## config.mk

```make
export PLATFORM = sky130hd
export DESIGN_NAME = communication_unit
export DESIGN_NICKNAME = d
export VERILOG_FILES = /design/src/rtl/communication_unit.sv
export SDC_FILE = /design/constraint.sdc
export NUM_CORES = 1
export LEC_CHECK = 0
export BUFFER_PORTS_ARGS = -buffer_cell sky130_fd_sc_hd__buf_2
export CORE_MARGIN = 10
export CORE_UTILIZATION = 40
export DETAILED_ROUTE_END_ITERATION = 10
export MAX_ROUTING_LAYER = met4
export SLEW_MARGIN = 20
export SYNTH_ARGS = -nofsm -noshare
export SYNTH_HDL_FRONTEND = slang
export SYNTH_SLANG_ARGS = --single-unit
export TNS_END_PERCENT = 100
```

## constraint.sdc

```tcl
create_clock -name clock -period 2.2 [get_ports clock]
set_input_delay 0.33 -clock clock [delete_from_list [all_inputs] [get_ports clock]]
set_output_delay 0.33 -clock clock [all_outputs]
set_load 0.005 [all_outputs]
```

## src/rtl/communication_unit.sv

```systemverilog
// Handshake controller downstream of instruction fetch: stalls fetch on start/stop/end
// markers, waits on dependency flags, drains and broadcasts a stop mask, halts on end.
module communication_unit #(
    parameter int DRAIN_CYCLES = 4
) (
    input  logic        clock,
    input  logic        reset,
    input  logic        communication_enable_in,
    input  logic [18:0] communication_signal_in,
    input  logic [15:0] dependency_flags_in,
    input  logic        signal_ack_in,
    output logic        wait_for_next_out,
    output logic [15:0] signal_out,
    output logic        signal_valid_out,
    output logic        execution_done_out,
    output logic        protocol_error_out
);

    typedef enum logic [2:0] {
        IDLE,
        WAIT_DEP,
        DRAIN,
        SIGNAL,
        HALT
    } state_t;

    localparam logic [1:0] OP_END      = 2'b00;
    localparam logic [1:0] OP_RESERVED = 2'b01;
    localparam logic [1:0] OP_START    = 2'b10;
    localparam logic [1:0] OP_STOP     = 2'b11;

    state_t      state_q, state_d;
    logic [15:0] dep_mask_q, dep_mask_d;
    logic [15:0] sig_mask_q, sig_mask_d;
    logic [3:0]  drain_cnt_q, drain_cnt_d;
    logic        protocol_error_q, protocol_error_d;

    logic [1:0]  opcode;
    logic        dep_flag;
    logic [15:0] marker_mask;

    assign opcode      = communication_signal_in[18:17];
    assign dep_flag    = communication_signal_in[16];
    assign marker_mask = communication_signal_in[15:0];

    always_ff @(posedge clock or negedge reset) begin
        if (!reset) begin
            state_q          <= IDLE;
            dep_mask_q       <= '0;
            sig_mask_q       <= '0;
            drain_cnt_q      <= '0;
            protocol_error_q <= 1'b0;
        end else begin
            state_q          <= state_d;
            dep_mask_q       <= dep_mask_d;
            sig_mask_q       <= sig_mask_d;
            drain_cnt_q      <= drain_cnt_d;
            protocol_error_q <= protocol_error_d;
        end
    end

    always_comb begin
        state_d          = state_q;
        dep_mask_d       = dep_mask_q;
        sig_mask_d       = sig_mask_q;
        drain_cnt_d      = drain_cnt_q;
        protocol_error_d = protocol_error_q;

        case (state_q)
            IDLE: begin
                if (communication_enable_in) begin
                    case (opcode)
                        OP_START: begin
                            if (dep_flag) begin
                                dep_mask_d = marker_mask;
                                state_d    = WAIT_DEP;
                            end
                        end
                        OP_STOP: begin
                            sig_mask_d  = marker_mask;
                            drain_cnt_d = 4'(DRAIN_CYCLES);
                            state_d     = DRAIN;
                        end
                        OP_END:  state_d = HALT;
                        default: protocol_error_d = 1'b1;
                    endcase
                end
            end
            WAIT_DEP: begin
                if ((dependency_flags_in & dep_mask_q) == dep_mask_q) begin
                    state_d = IDLE;
                end
            end
            DRAIN: begin
                drain_cnt_d = drain_cnt_q - 4'd1;
                if (drain_cnt_q == 4'd1) begin
                    state_d = SIGNAL;
                end
            end
            SIGNAL: begin
                if (signal_ack_in) begin
                    state_d = IDLE;
                end
            end
            HALT:    state_d = HALT;
            default: state_d = IDLE;
        endcase

        // A marker outside IDLE is ignored apart from flagging the error.
        if (communication_enable_in && (state_q != IDLE)) begin
            protocol_error_d = 1'b1;
        end
    end

    always_comb begin
        wait_for_next_out  = (state_q != IDLE) ||
                             (communication_enable_in && (opcode != OP_RESERVED) &&
                              !((opcode == OP_START) && !dep_flag));
        signal_valid_out   = (state_q == SIGNAL);
        signal_out         = (state_q == SIGNAL) ? sig_mask_q : 16'h0000;
        execution_done_out = (state_q == HALT);
        protocol_error_out = protocol_error_q;
    end

endmodule

```

==> results.py, run 1 <==
metrics = {
    "status": {
        "status": "finished, final reports clean",
    },
    "timing": {
        "fmax_mhz": 538.1,
        "report.final.hold_viol_count": 0,
        "setup_total_negative_slack_ns": 0,
        "fin_skew_ns": 0.006539,
        "min_period_over_period_pct": 84.47,
        "rsz0062_at_grt": "false",
        "setup_viol": 0,
        "min_period_ns": 1.858,
        "tightest_slew_ns": 0.4463,
        "relSlewSlack_pct": 70.25,
        "drv_slew": 0,
    },
    "grt": {
        "grt-ovfl-total": 0,
        "grt_pass1_vias": 1573,
        "grt_max_degree": 24,
        "gr-usage-all-layers_pct": 11.91,
        "grt_antenna_before_repair": 0,
        "grt_pass1_wl_mm": 7.790,
    },
    "final_layout": {
        "drive_gt1_share_pct": 37.14,
        "regArea_um2": 1001,
        "antenna_cells": 0,
        "fin_nets": 290,
        "fill_cells": 465,
        "multiInputGateArea_um2": 852.1,
        "utilization_pct": 50.82,
        "area_growth_pct": 21.05,
        "stdcell_count": 312,
    },
    "yosys": {
        "synth.ff_latch_count": 40,
        "syn_area_um2": 2009,
        "yosys.area.top_type_share_pct": 49.81,
        "postSynth.asyncResetShare_pct": 100.0,
        "synthMuxAreaShare_pct": 12.70,
        "synth-adder-area-share_pct": 4.359,
        "synth_most_common_cell": "dfrtp_1",
        "synthSimpleGateAreaFrac_pct": 15.32,
        "synth-edff-count": 0,
        "synth_area_leaders": "dfrtp_1 50%, mux2_2 6.7%, mux2_4 6.0%, and2_1 5.0%, ha_1 4.4%",
        "ys.flop_type": "dfrtp_1",
        "syn-instance-count": 183,
        "synth_compound_area_share_pct": 9.153,
        "synth_warnings": 0,
        "synthDistinctLibCells": 36,
        "synth_xor_area_share_pct": 0.8717,
        "synth_top_family_by_area": "simple AND/OR/NAND/NOR gates",
        "synth.avg_cell_area_um2": 10.98,
        "seq_area_frac_synth_pct": 49.81,
        "synth_area_leader_cell": "dfrtp_1",
        "netlist_top_cells_count": "40 x dfrtp_1, 20 x inv_1, 16 x and2_1, 16 x nand2_1, 15 x o21ai_0",
        "syn_nets": 229,
    },
    "clock_network": {
        "cts_buffers": 5,
        "cts_tree": "built",
        "root_buffer": "clkbuf_8",
        "clk-insertion-delay-late_ns": 0.29,
        "clk_pin_slew_worst_paths_ns": 0.07,
        "clk_path_buf_depth": 2,
        "cts_resized": 0,
        "numClockSinks": 40,
        "htreeDepth": 2,
    },
    "power": {
        "power_leakage_nw": 1.228,
        "power_density_nw_per_um2": 1062,
        "power_mw": 2.582,
        "ir_worst_vdd_mv": 0.4803,
    },
    "hold_path": {
        "hold_path_class": "in2reg",
        "whs_path_depth": 3,
    },
    "setup_path": {
        "crit_fanout": 17,
        "max_stage_delay_ns": 0.53,
        "cpMaxStageDelayCell": "dfrtp_1",
        "start_kind": "register",
        "crit_type": "reg2out",
        "cp_cell_sequence": "and3b_2, and2_1, buf_2",
        "critPathCaptureType": "primary output",
        "crit_arrival_ns": 1.53,
        "cp.required_ns": 1.87,
        "ff2ff_path_depth": 4,
    },
    "die": {
        "dieArea_um2": 8258,
        "die_x_um": 90.88,
        "ios": 59,
        "start_util_pct": 41.99,
        "die_h_um": 90.88,
        "core_um2": 4786,
        "rows": 25,
    },
    "placement": {
        "dp_hpwl_mm": 3.599,
        "port-buffer-count": 58,
        "place.gp.congestion": 0.7373,
        "dp_cells": 303,
    },
    "route": {
        "wl_per_cell_um": 14.79,
        "drt.antenna.violating_nets": 0,
        "vias": 1430,
        "routed_wl_mm": 4.614,
        "drc": 0,
        "viasPerCell": 4.583,
        "drtPass1Iterations": 4,
        "drt_iter0_markers": 64,
    },
    "flow_run": {
        "drv_cap": 0,
    },
}
==> sequential cells by signal, indices dropped and copies added (netlist names) <==
name	cells
dep_mask_q	16
drain_cnt_q	4
protocol_error_out	1
sig_mask_q	16
state_q	3
==> final timing paths <==
check                                      startpoint                 end  slack [ns]
max in group asynchronous                       reset       sig_mask_q[3]        1.14
hold / removal             communication_signal_in[3]       dep_mask_q[3]        0.26
setup / recovery                           state_q[1]      signal_out[12]        0.34
setup reg to reg                           state_q[0]       sig_mask_q[2]        0.49
hold reg to reg                    protocol_error_out  protocol_error_out        0.47
min in group asynchronous                       reset      sig_mask_q[14]        0.52
==> what timing repair did <==
item / 4_1_cts / 5_1_grt
buffers inserted: 0 / 0
hold buffers: 1 / 0
hold endpoints to repair: 18 / 0
==> area by class of cell <==
cell class                      count  share of cell area (%)
Sequential cell                    40                   41.15
Tap cell                           67                   3.447
Clock buffer                        8                   3.704
Multi-Input combinational cell    114                   35.03
Timing Repair Buffer               63                   13.58
Inverter                           20                   3.086
==> cell usage in the layout (no fill, tap or decap), types with 4 or more instances in the layout <==
master    Yosys  routed
a21oi_1       4       4
and2_1       16      16
buf_2         1      58
buf_4         2       4
clkbuf_8      0       6
dfrtp_1      40      40
ha_1          7       7
inv_1        20      20
mux2_2       12      12
mux2_4        8       8
nand2_1      16      16
o21ai_0      15      15
o22ai_1       6       6
==> layer usage <==
layer / up-vias / track usage [%] / routed length (µm)
li1: 731 / - / -
met1: 655 / 13.35 / 2113
met2: 38 / 19.83 / 2215
met3: 6 / 4.073 / 238
met4: 0 / 3.133 / 46
met5: - / - / 0
==> metrics by stage <==
step	area (µm²)	hold slack (ns)	worst slack [ns]
floorplan	2009	0.03441	0.6753
global placement	2332	0.2967	0.5185
detailed placement	2332	0.3053	0.4958
CTS	2432	0.2572	0.2992
global route	2432	0.2647	0.2165
finish	2432	0.2633	0.3416
==> critical path: cells and delay by family (launching register included) <==
family	cells	cell delay, ns
buffers and inverters	1	0.11
and+or+nand+nor	2	0.61
DFF	1	0.53
==> kinds of logic after synthesis <==
group,Yosys count
xor+xnor,2
simple gates,54
mux,20
flops,40
fa+ha+maj,7
buf+inv,29
compound gates,31
==> power by group <==
part           switching, mW  internal [mW]
combinational          0.359          0.460
sequential             0.190           1.08
clock                  0.233          0.256
(Power assumes the default switching activity.)
==> inputs of run 2 (changes only) <==
Settings changed: PLACE_DENSITY from default to 0.67.
Clock period 2.2 ns to 1.5 ns, I/O delays scaled along.
==> run 2 against run 1 <==
  * The flow now finishes with violations (setup timing)
  * Wire length increased by 15%
  * Cell count rose by 6.4%
  * Sequential power is 49% higher
  * Highest routed layer unchanged
==> results.py, run 2 (synthesized netlist as in run 1, its figures left out) <==
metrics = {
    "hold_path": {
        "hold_path_class": "in2reg",
    },
    "power": {
        "power_density_nw_per_um2": 1568,
        "clkPwrFrac_pct": 16.6,
        "p_int_mw": 3.111,
        "pwr-share-comb_pct": 42.2,
        "ir_worst_vdd_mv": 0.6687,
        "swShare_pct": 32.05,
        "pwr-share-seq_pct": 41.2,
        "power.switching_mw": 1.468,
        "power_mw": 4.579,
        "power_leakage_nw": 1.452,
    },
    "placement": {
        "place.gp.congestion": 0.7926,
        "dp_hpwl_mm": 3.563,
        "placed_area_um2": 2391,
        "preCtsSetupSlack_ns": -0.05896,
        "port-buffer-count": 58,
    },
    "grt": {
        "grt_pass1_wl_mm": 8.162,
        "gr-usage-all-layers_pct": 12.43,
        "grt_antenna_before_repair": 0,
        "grt_max_degree": 41,
        "grt_pass1_vias": 1630,
        "grt-ovfl-total": 0,
    },
    "status": {
        "violations": "setup timing",
        "status": "finished with violations",
    },
    "timing": {
        "min_period_over_period_pct": 108.8,
        "drv_slew": 0,
        "relSlewSlack_pct": 66.31,
        "min_period_ns": 1.631,
        "worst_slack_ns": -0.1314,
        "setup_total_negative_slack_ns": -3.800,
        "hold_ws_ns": 0.1513,
        "report.final.hold_viol_count": 0,
        "fin_skew_ns": 0.006804,
        "tightest_slew_ns": 0.5054,
        "fmax_mhz": 613.0,
        "rsz0062_at_grt": "true",
        "setup_viol": 51,
    },
    "route": {
        "vias": 1571,
        "drc": 0,
        "viasPerCell": 4.732,
        "routed_wl_mm": 5.287,
        "drtPass1Iterations": 4,
        "wl_per_cell_um": 15.92,
        "drt.antenna.violating_nets": 0,
        "drt_iter0_markers": 66,
    },
    "final_layout": {
        "regArea_um2": 1002,
        "mostFrequentLayoutCell": "buf_2",
        "fill_cells": 402,
        "drive_gt1_share_pct": 55.09,
        "final_cell_mix": "47 x buf_2, 39 x dfrtp_1, 20 x inv_1, 20 x mux2_4, 15 x buf_6",
        "area_growth_pct": 45.33,
        "multiInputGateArea_um2": 1054,
        "stdcell_area_um2": 2920,
        "fin_nets": 310,
        "antenna_cells": 0,
        "reg_top3": "dep_mask_q (16), sig_mask_q (16), drain_cnt_q (4)",
    },
    "clock_network": {
        "numClockSinks": 40,
        "htreeDepth": 2,
        "clk_path_buf_depth": 2,
        "root_buffer": "clkbuf_8",
        "clk-insertion-delay-late_ns": 0.29,
        "cts_buffers": 5,
        "cts_tree": "built",
        "clk_pin_slew_worst_paths_ns": 0.08,
    },
    "setup_path": {
        "cp.required_ns": 1.27,
        "cp_cell_sequence": "buf_6, and3b_4, and2_4, buf_6",
        "max_stage_delay_ns": 0.39,
        "start_kind": "register",
        "crit_type": "reg2out",
        "cp_common_cell": "buf_6",
        "crit_arrival_ns": 1.41,
        "r2r_slack_ns": -0.13,
        "critPathCaptureType": "primary output",
        "crit_fanout": 5,
        "cpMaxStageDelayCell": "dfrtp_1",
    },
    "flow_run": {
        "drv_cap": 0,
    },
    "die": {
        "die_x_um": 90.88,
        "rows": 25,
        "core_um2": 4786,
        "dieArea_um2": 8258,
        "ios": 59,
        "die_h_um": 90.88,
        "start_util_pct": 41.99,
    },
}
run 2: cell type report:
| type | instances | share of cell area [%] |
|---|---|---|
| tap | 67 | 2.871 |
| timing repair buffer | 81 | 20.95 |
| clock buffer | 7 | 2.956 |
| inverter | 20 | 2.571 |
| sequential | 40 | 34.32 |
| multi-input combinational | 116 | 36.08 |
| clock inverter | 1 | 0.2571 |
run 2: final timing paths:
path                                            to  cells after the start                   startpoint
worst max-delay path                 signal_out[5]                      4                   state_q[2]
worst min register to register  protocol_error_out                      1           protocol_error_out
worst min-delay path                dep_mask_q[13]                      3  communication_signal_in[13]
worst max register to register       dep_mask_q[6]                      5                   state_q[0]
min in group asynchronous           dep_mask_q[13]                      3                        reset
max in group asynchronous               state_q[1]                      3                        reset
run 2: what timing repair did:
action,in CTS,in global routing
hold endpoints to repair,32,0
gates resized for setup,31,57
endpoints found under the setup margin,18,50
cloned,2,2
buffers inserted,5,4
hold buffers,1,0
pin swaps,12,14
run 2: critical path: cells and delay by family, from the launching register on:
family        cells  cell delay [ns]
simple gates      2             0.50
buf+inv           2             0.21
flops             1             0.39
run 2: power groups by stage:
stage	logic, mW	clock network (mW)	registers (mW)
2_1_floorplan	1.03	0	1.78
3_3_place_gp	1.33	0	1.85
6_report	1.93	0.759	1.89
4_1_cts	1.64	0.765	1.86
5_1_grt	2.13	0.822	1.96
3_5_place_dp	1.37	0	1.85
run 2: stage by stage:
stage                     utilization (%)  std cells
after floorplan                         -        183
after global placement              49.96        310
after detailed placement            49.96        310
after CTS                           55.82        326
after global routing                61.02        332
final                               61.02        332
run 2: routing by layer:
layer	track usage, %	share of wire, %
met1	15.64	48
met2	18.93	46
met3	3.408	3.9
met4	3.916	1.3
met5	-	0
